File: config.mk
export PLATFORM = sky130hd
export DESIGN_NAME = traffic_phase_ctrl
export DESIGN_NICKNAME = d
export VERILOG_FILES = /design/src/rtl/traffic_pkg.sv /design/src/rtl/phase_timer.sv /design/src/rtl/traffic_phase_chk.sv /design/src/rtl/traffic_phase_ctrl.sv
export SDC_FILE = /design/constraint.sdc
export NUM_CORES = 1
export LEC_CHECK = 0
export ABC_AREA = 0
export BUFFER_PORTS_ARGS = -buffer_cell sky130_fd_sc_hd__buf_2
export CAP_MARGIN = 25
export CORE_MARGIN = 8
export CORE_UTILIZATION = 53
export CTS_CLUSTER_SIZE = 40
export DETAILED_ROUTE_END_ITERATION = 6
export GPL_TIMING_DRIVEN = 0
export PLACE_DENSITY_LB_ADDON = 0.2
export SLEW_MARGIN = 15
export SYNTH_ARGS = -nofsm -noshare
export SYNTH_HDL_FRONTEND = slang
export SYNTH_HIERARCHICAL = 1
export SYNTH_SLANG_ARGS = --single-unit
File: constraint.sdc
create_clock -name clk -period 5.5 [get_ports clk]
set_input_delay 0.825 -clock clk [delete_from_list [all_inputs] [get_ports clk]]
set_output_delay 0.825 -clock clk [all_outputs]
set_load 0.05 [all_outputs]
File: src/rtl/traffic_pkg.sv
// Shared types and constants for the pedestrian-crossing phase sequencer.
// Phase encodings, counter width, default durations and a duration-to-counter helper.
package traffic_pkg;

    localparam int CNT_W = 6;

    typedef enum logic [1:0] {
        GREEN  = 2'd0,
        YELLOW = 2'd1,
        CLEAR  = 2'd2,
        WALK   = 2'd3
    } phase_t;

    localparam int GREEN_S_DEF  = 8;
    localparam int YELLOW_S_DEF = 2;
    localparam int CLEAR_S_DEF  = 1;
    localparam int WALK_S_DEF   = 10;
    localparam int FLASH_S_DEF  = 3;

    // Durations wider than the counter are truncated, never saturated.
    function automatic logic [CNT_W-1:0] to_cnt(input int secs);
        return CNT_W'(secs);
    endfunction

endpackage

File: src/rtl/phase_timer.sv
// Loadable down counter holding the seconds remaining in the current phase.
// A load always takes priority over a decrement in the same cycle.
module phase_timer
    import traffic_pkg::*;
#(
    parameter logic [CNT_W-1:0] INIT = 6'd8
) (
    input  logic             clk,
    input  logic             rst,
    input  logic             load,
    input  logic [CNT_W-1:0] load_val,
    input  logic             dec,
    output logic [CNT_W-1:0] cnt,
    output logic             last
);

    // Countdown register: reload on phase change, otherwise step once per second.
    always_ff @(posedge clk or posedge rst) begin
        if (rst) begin
            cnt <= INIT;
        end else if (load) begin
            cnt <= load_val;
        end else if (dec) begin
            cnt <= cnt - 6'd1;
        end else begin
            cnt <= cnt;
        end
    end

    assign last = (cnt == 6'd1);

endmodule

File: src/rtl/traffic_phase_chk.sv
// Simulation checks for the phase sequencer: zero durations and a flash window
// longer than the walk phase are configuration errors.
module traffic_phase_chk
    import traffic_pkg::*;
#(
    parameter int WALK_S  = WALK_S_DEF,
    parameter int FLASH_S = FLASH_S_DEF
) (
    input logic             clk,
    input logic             rst,
    input logic [CNT_W-1:0] cnt
);

    localparam logic FLASH_OK = (to_cnt(FLASH_S) != 6'd0) && (to_cnt(FLASH_S) <= to_cnt(WALK_S));

    a_cnt_nonzero: assert property (@(posedge clk) disable iff (rst) cnt != 6'd0);
    a_flash_range: assert property (@(posedge clk) disable iff (rst) FLASH_OK);

endmodule

File: src/rtl/traffic_phase_ctrl.sv
// Pedestrian-crossing phase sequencer: FSM, request latch and registered lamps.
// Optional feature macro: PED_FLASH_EN (flashing walk lamp during the last FLASH_S seconds).
module traffic_phase_ctrl
    import traffic_pkg::*;
#(
    parameter int GREEN_S  = GREEN_S_DEF,
    parameter int YELLOW_S = YELLOW_S_DEF,
    parameter int CLEAR_S  = CLEAR_S_DEF,
    parameter int WALK_S   = WALK_S_DEF,
    parameter int FLASH_S  = FLASH_S_DEF
) (
    input  logic             clk,
    input  logic             rst,
    input  logic             pulse_1s,
    input  logic             ped_btn,
    output logic             car_g,
    output logic             car_y,
    output logic             car_r,
    output logic             ped_walk,
    output logic             ped_stop,
    output logic             ped_wait,
    output logic [CNT_W-1:0] cnt_down,
    output logic [1:0]       phase,
    output logic             phase_done
);

    localparam logic [CNT_W-1:0] GREEN_C  = to_cnt(GREEN_S);
    localparam logic [CNT_W-1:0] YELLOW_C = to_cnt(YELLOW_S);
    localparam logic [CNT_W-1:0] CLEAR_C  = to_cnt(CLEAR_S);
    localparam logic [CNT_W-1:0] WALK_C   = to_cnt(WALK_S);
`ifdef PED_FLASH_EN
    localparam logic [CNT_W-1:0] FLASH_C  = to_cnt(FLASH_S);
`endif

    phase_t           state;
    phase_t           state_nxt;
    logic             ped_req;
    logic             ped_req_nxt;
    logic [CNT_W-1:0] load_val;
    logic             last;
    logic             terminal;
    logic             car_g_nxt;
    logic             car_y_nxt;
    logic             car_r_nxt;
    logic             walk_nxt;
    logic             stop_nxt;

    assign terminal   = last & pulse_1s;
    assign phase_done = terminal;
    assign phase      = state;
    assign ped_wait   = ped_req;

    phase_timer #(
        .INIT (GREEN_C)
    ) u_timer (
        .clk      (clk),
        .rst      (rst),
        .load     (terminal),
        .load_val (load_val),
        .dec      (pulse_1s),
        .cnt      (cnt_down),
        .last     (last)
    );

    traffic_phase_chk #(
        .WALK_S  (WALK_S),
        .FLASH_S (FLASH_S)
    ) u_chk (
        .clk (clk),
        .rst (rst),
        .cnt (cnt_down)
    );

    // Next phase, the duration to load with it, and the request latch update.
    always_comb begin
        state_nxt   = state;
        load_val    = GREEN_C;
        ped_req_nxt = ped_req;
        if (terminal) begin
            case (state)
                GREEN:   state_nxt = (ped_req || ped_btn) ? YELLOW : GREEN;
                YELLOW:  state_nxt = CLEAR;
                CLEAR:   state_nxt = WALK;
                WALK:    state_nxt = GREEN;
                default: state_nxt = GREEN;
            endcase
        end else begin
            state_nxt = state;
        end
        case (state_nxt)
            GREEN:   load_val = GREEN_C;
            YELLOW:  load_val = YELLOW_C;
            CLEAR:   load_val = CLEAR_C;
            WALK:    load_val = WALK_C;
            default: load_val = GREEN_C;
        endcase
        // Entering WALK serves the request; a press in that same cycle is consumed too.
        if (terminal && (state == CLEAR)) begin
            ped_req_nxt = 1'b0;
        end else if (ped_btn && (state != WALK)) begin
            ped_req_nxt = 1'b1;
        end else begin
            ped_req_nxt = ped_req;
        end
    end

    // Lamp values for the phase about to be entered, so the registers track the state.
    always_comb begin
        car_g_nxt = 1'b0;
        car_y_nxt = 1'b0;
        car_r_nxt = 1'b0;
        walk_nxt  = 1'b0;
        stop_nxt  = 1'b1;
        case (state_nxt)
            GREEN:   car_g_nxt = 1'b1;
            YELLOW:  car_y_nxt = 1'b1;
            CLEAR:   car_r_nxt = 1'b1;
            WALK: begin
                car_r_nxt = 1'b1;
                stop_nxt  = 1'b0;
`ifdef PED_FLASH_EN
                // First pulse into the flash window forces 0, later pulses toggle.
                if ((state == WALK) && pulse_1s && ((cnt_down - 6'd1) <= FLASH_C)) begin
                    walk_nxt = (cnt_down > FLASH_C) ? 1'b0 : ~ped_walk;
                end else if (state == WALK) begin
                    walk_nxt = ped_walk;
                end else begin
                    walk_nxt = 1'b1;
                end
`else
                walk_nxt  = 1'b1;
`endif
            end
            default: car_g_nxt = 1'b1;
        endcase
    end

    // State, request latch and lamp registers.
    always_ff @(posedge clk or posedge rst) begin
        if (rst) begin
            state    <= GREEN;
            ped_req  <= 1'b0;
            car_g    <= 1'b1;
            car_y    <= 1'b0;
            car_r    <= 1'b0;
            ped_walk <= 1'b0;
            ped_stop <= 1'b1;
        end else begin
            state    <= state_nxt;
            ped_req  <= ped_req_nxt;
            car_g    <= car_g_nxt;
            car_y    <= car_y_nxt;
            car_r    <= car_r_nxt;
            ped_walk <= walk_nxt;
            ped_stop <= stop_nxt;
        end
    end

endmodule

==> impl_metrics.tcl <==
set metrics [dict create \
    status "finished, final reports clean" \
    layout_commonest_cell "sky130_fd_sc_hd__buf_2" \
    post-cts-setup-buffers 0 \
    start_util 0.577 \
    hold_viol_final 0 \
    synth_top_family_by_area "simple AND/OR/NAND/NOR gates" \
    grt_first_pass_wirelength_um 2370 \
    via_count_of_the_first_global_routing_pass 535 \
    timing.final.crit_share 0.542 \
    drtPass1Iterations 4 \
    cts-htree-levels 1 \
    number_of_vias_after_detailed_routing 576 \
    mux_share_of_post_synthesis_cell_area 0.0132 \
    place_hpwl_um 1150 \
    cp_data_required_time_ps 4680 \
    die_x_um 53.9 \
    synth-compound-area-share 0.115 \
    reg2reg_slack_ps 3050 \
    overflow_left_after_global_routing 0 \
    slew-limit-headroom 0.617 \
    drc 0 \
    clock_tree.buffer_depth 2 \
    power_density_mw_per_mm2 598 \
    ys_seq_area_frac 0.433 \
    rsz0062_at_grt "no" \
    synth.area.top_cells "sky130_fd_sc_hd__dfrtp_1 33%, sky130_fd_sc_hd__ha_1 16%, sky130_fd_sc_hd__dfstp_2 10%" \
    n_antenna_cell 0 \
    place_congestion 0.777 \
    clk_transition_reported_paths_ps 80 \
    finalNetCount 111 \
    global_route.usage.total 0.109 \
    fin_skew_ps 5.96 \
    die_y_um 53.9 \
    clk_root_buffer_cell "sky130_fd_sc_hd__clkbuf_4" \
    number_of_buffers_added_by_the_clock_tree_synthesis_step 3 \
    achievable-frequency_mhz 335 \
    min_period_ps 2980 \
    holdWs_ps 463 \
    setup_total_negative_slack_ps 0 \
    yosysUniqueCellTypes 29 \
    leakage_nw 0.444 \
    place.port_buffers 18 \
    critical_path.endpoint_type "output port" \
    synthesis.area_um2 761 \
    synth_top_area_frac 0.329 \
    final-setup-viol-count 0 \
    synthAdderAreaFrac 0.164 \
    critical_path_class "reg2out" \
    synth_simple_gate_area_share 0.169 \
    postCtsResizedCells 0 \
    clk-insertion-delay-late_ps 270 \
    ios 19 \
    wl_per_cell_um 13.0 \
    synth-xor-area-share 0.0461 \
    vias_per_cell 5.19 \
    grt_antenna_before_repair 0 \
    final_cell_mix "18 x sky130_fd_sc_hd__buf_2, 10 x sky130_fd_sc_hd__ha_1, 10 x sky130_fd_sc_hd__dfrtp_1" \
    reg2reg_to "u_timer/cnt[1]" \
    hold_path.class "in2async" \
    fillCellCount 106 \
    fraction_of_final_layout_cells_sized_beyond_drive_strength_1 0.323 \
    totalWireLength_um 1440 \
    ys_seq_elements 13 \
    ys_warn_count 6 \
    ir_drop_v 0.000296 \
    max_transition_viols_final 0 \
    worstPathArrival_ps 2160 \
    grt_max_degree 11 \
    core_area_mm2 0.00132 \
    critical_path_peak_fanout 8 \
    worst-slew-pin-transition_ps 567 \
    syn_avg_cell_area_um2 10.6 \
    detailedRoute.firstIterationViolations 16 \
    cap_viol_max_count 0 \
    worst_r2r_path_depth 9 \
    clock-sinks 13 \
    yosys.area.top_type "sky130_fd_sc_hd__dfrtp_1" \
    hold_buffers 0 \
    floorplan.die_area_mm2 0.00290 \
    number_of_rows_in_the_core_area 13 \
    synth_cells 72 \
    worstSetupStartpointType "flip-flop" \
    reg2reg_from "u_timer/cnt[4]" \
    route.antenna.remaining_nets 0 \
    cts_tree "built" \
    layout_stage_area_growth_over_the_synthesis_result_pct 18.7 \
]
==> worst max-delay path, stage by stage, from the launching register on <==
cell	delay (ps)
sky130_fd_sc_hd__dfrtp_1	410
sky130_fd_sc_hd__or2_2	300
sky130_fd_sc_hd__nor4b_1	520
sky130_fd_sc_hd__nand2_1	210
sky130_fd_sc_hd__inv_2	170
sky130_fd_sc_hd__buf_2	290
==> worst max-delay path by stage <==
| stage | start | end | slack, ps | depth (start not counted) |
|---|---|---|---|---|
| after CTS | u_timer/cnt[4] | phase_done | 2550 | 5 |
| after global routing | u_timer/cnt[4] | phase_done | 2420 | 5 |
| after global placement | u_timer/cnt[4] | phase_done | 2850 | 5 |
| final | u_timer/cnt[4] | phase_done | 2520 | 5 |
| after detailed placement | u_timer/cnt[4] | phase_done | 2850 | 5 |
| after floorplan | u_timer/cnt[4] | phase_done | 2890 | 4 |
==> cell type report <==
| class | instances | area [µm²] | share of cell area |
|---|---|---|---|
| Tap cell | 15 | 18.8 | 0.0208 |
| Inverter | 8 | 30.0 | 0.0332 |
| Buffer | 2 | 11.3 | 0.0125 |
| Sequential cell | 13 | 329 | 0.364 |
| Multi-Input combinational cell | 51 | 398 | 0.440 |
| Clock buffer | 4 | 26.3 | 0.0291 |
| Timing Repair Buffer | 18 | 90.1 | 0.0997 |
==> flip-flops by register name, indices dropped and copies added, names as in the netlist <==
| signal | cells |
|---|---|
| phase | 2 |
| ped_stop | 1 |
| ped_wait | 1 |
| car_g | 1 |
| u_timer/cnt | 6 |
| ped_walk | 1 |
| car_y | 1 |
==> where the power goes <==
| group | total, W | switching [W] | internal, W |
|---|---|---|---|
| registers | 0.000178 | 0.0000417 | 0.000137 |
| clock network | 0.0000563 | 0.0000283 | 0.0000280 |
| logic | 0.000305 | 0.000217 | 0.0000884 |
| total | 0.000540 | 0.000287 | 0.000253 |
==> Yosys cell counts <==
master and count:
sky130_fd_sc_hd__nor2b_1 2, sky130_fd_sc_hd__inv_1 7, sky130_fd_sc_hd__ha_1 10, sky130_fd_sc_hd__o21ai_0 5
sky130_fd_sc_hd__nand2_1 9, sky130_fd_sc_hd__nor4_1 1, sky130_fd_sc_hd__dfrtp_1 10, sky130_fd_sc_hd__a22oi_1 1
sky130_fd_sc_hd__xor2_1 1, sky130_fd_sc_hd__o21ai_1 2, sky130_fd_sc_hd__o22ai_1 1, sky130_fd_sc_hd__inv_2 1
sky130_fd_sc_hd__buf_4 1, sky130_fd_sc_hd__nor2_1 2, sky130_fd_sc_hd__clkbuf_1 1, sky130_fd_sc_hd__nor3b_2 1
sky130_fd_sc_hd__conb_1 1, sky130_fd_sc_hd__a2bb2oi_1 1, sky130_fd_sc_hd__nand3_1 1, sky130_fd_sc_hd__a2bb2oi_2 1
sky130_fd_sc_hd__nor4b_4 1, sky130_fd_sc_hd__mux2i_1 1, sky130_fd_sc_hd__nor4b_1 1, sky130_fd_sc_hd__dfstp_2 3
sky130_fd_sc_hd__or2_2 1, sky130_fd_sc_hd__and4bb_2 1, sky130_fd_sc_hd__xnor2_1 3, sky130_fd_sc_hd__a21boi_0 1
sky130_fd_sc_hd__o211ai_1 1
==> stage by stage <==
step                      setup slack, ps  total power, W  cells  cell area, µm²   util
after floorplan                      2890        0.000417     74             768      -
after global placement               2850        0.000479    107             877  0.666
after detailed placement             2850        0.000488    107             877  0.666
after CTS                            2550        0.000545    111             903  0.686
after global routing                 2420        0.000581    111             903  0.686
final                                2520        0.000540    111             903  0.686
==> metal layers <==
layer / vias to the layer above / wire length [µm] / global-route usage
met5: - / 0 / 0
li1: 285 / - / -
met2: 15 / 665 / 0.154
met4: 0 / 13 / 0.0504
met1: 274 / 672 / 0.151
met3: 2 / 93 / 0.0248
==> cells by family after synthesis <==
family / Yosys count
AOI/OAI and AO/OA: 13
DFF: 13
xor gates and xnor gates: 4
adders and majority gates: 10
and+or+nand+nor: 20
other: 1
muxes: 1
buffers and inverters: 10
No activity file was read; power rests on OpenSTA's default activity.
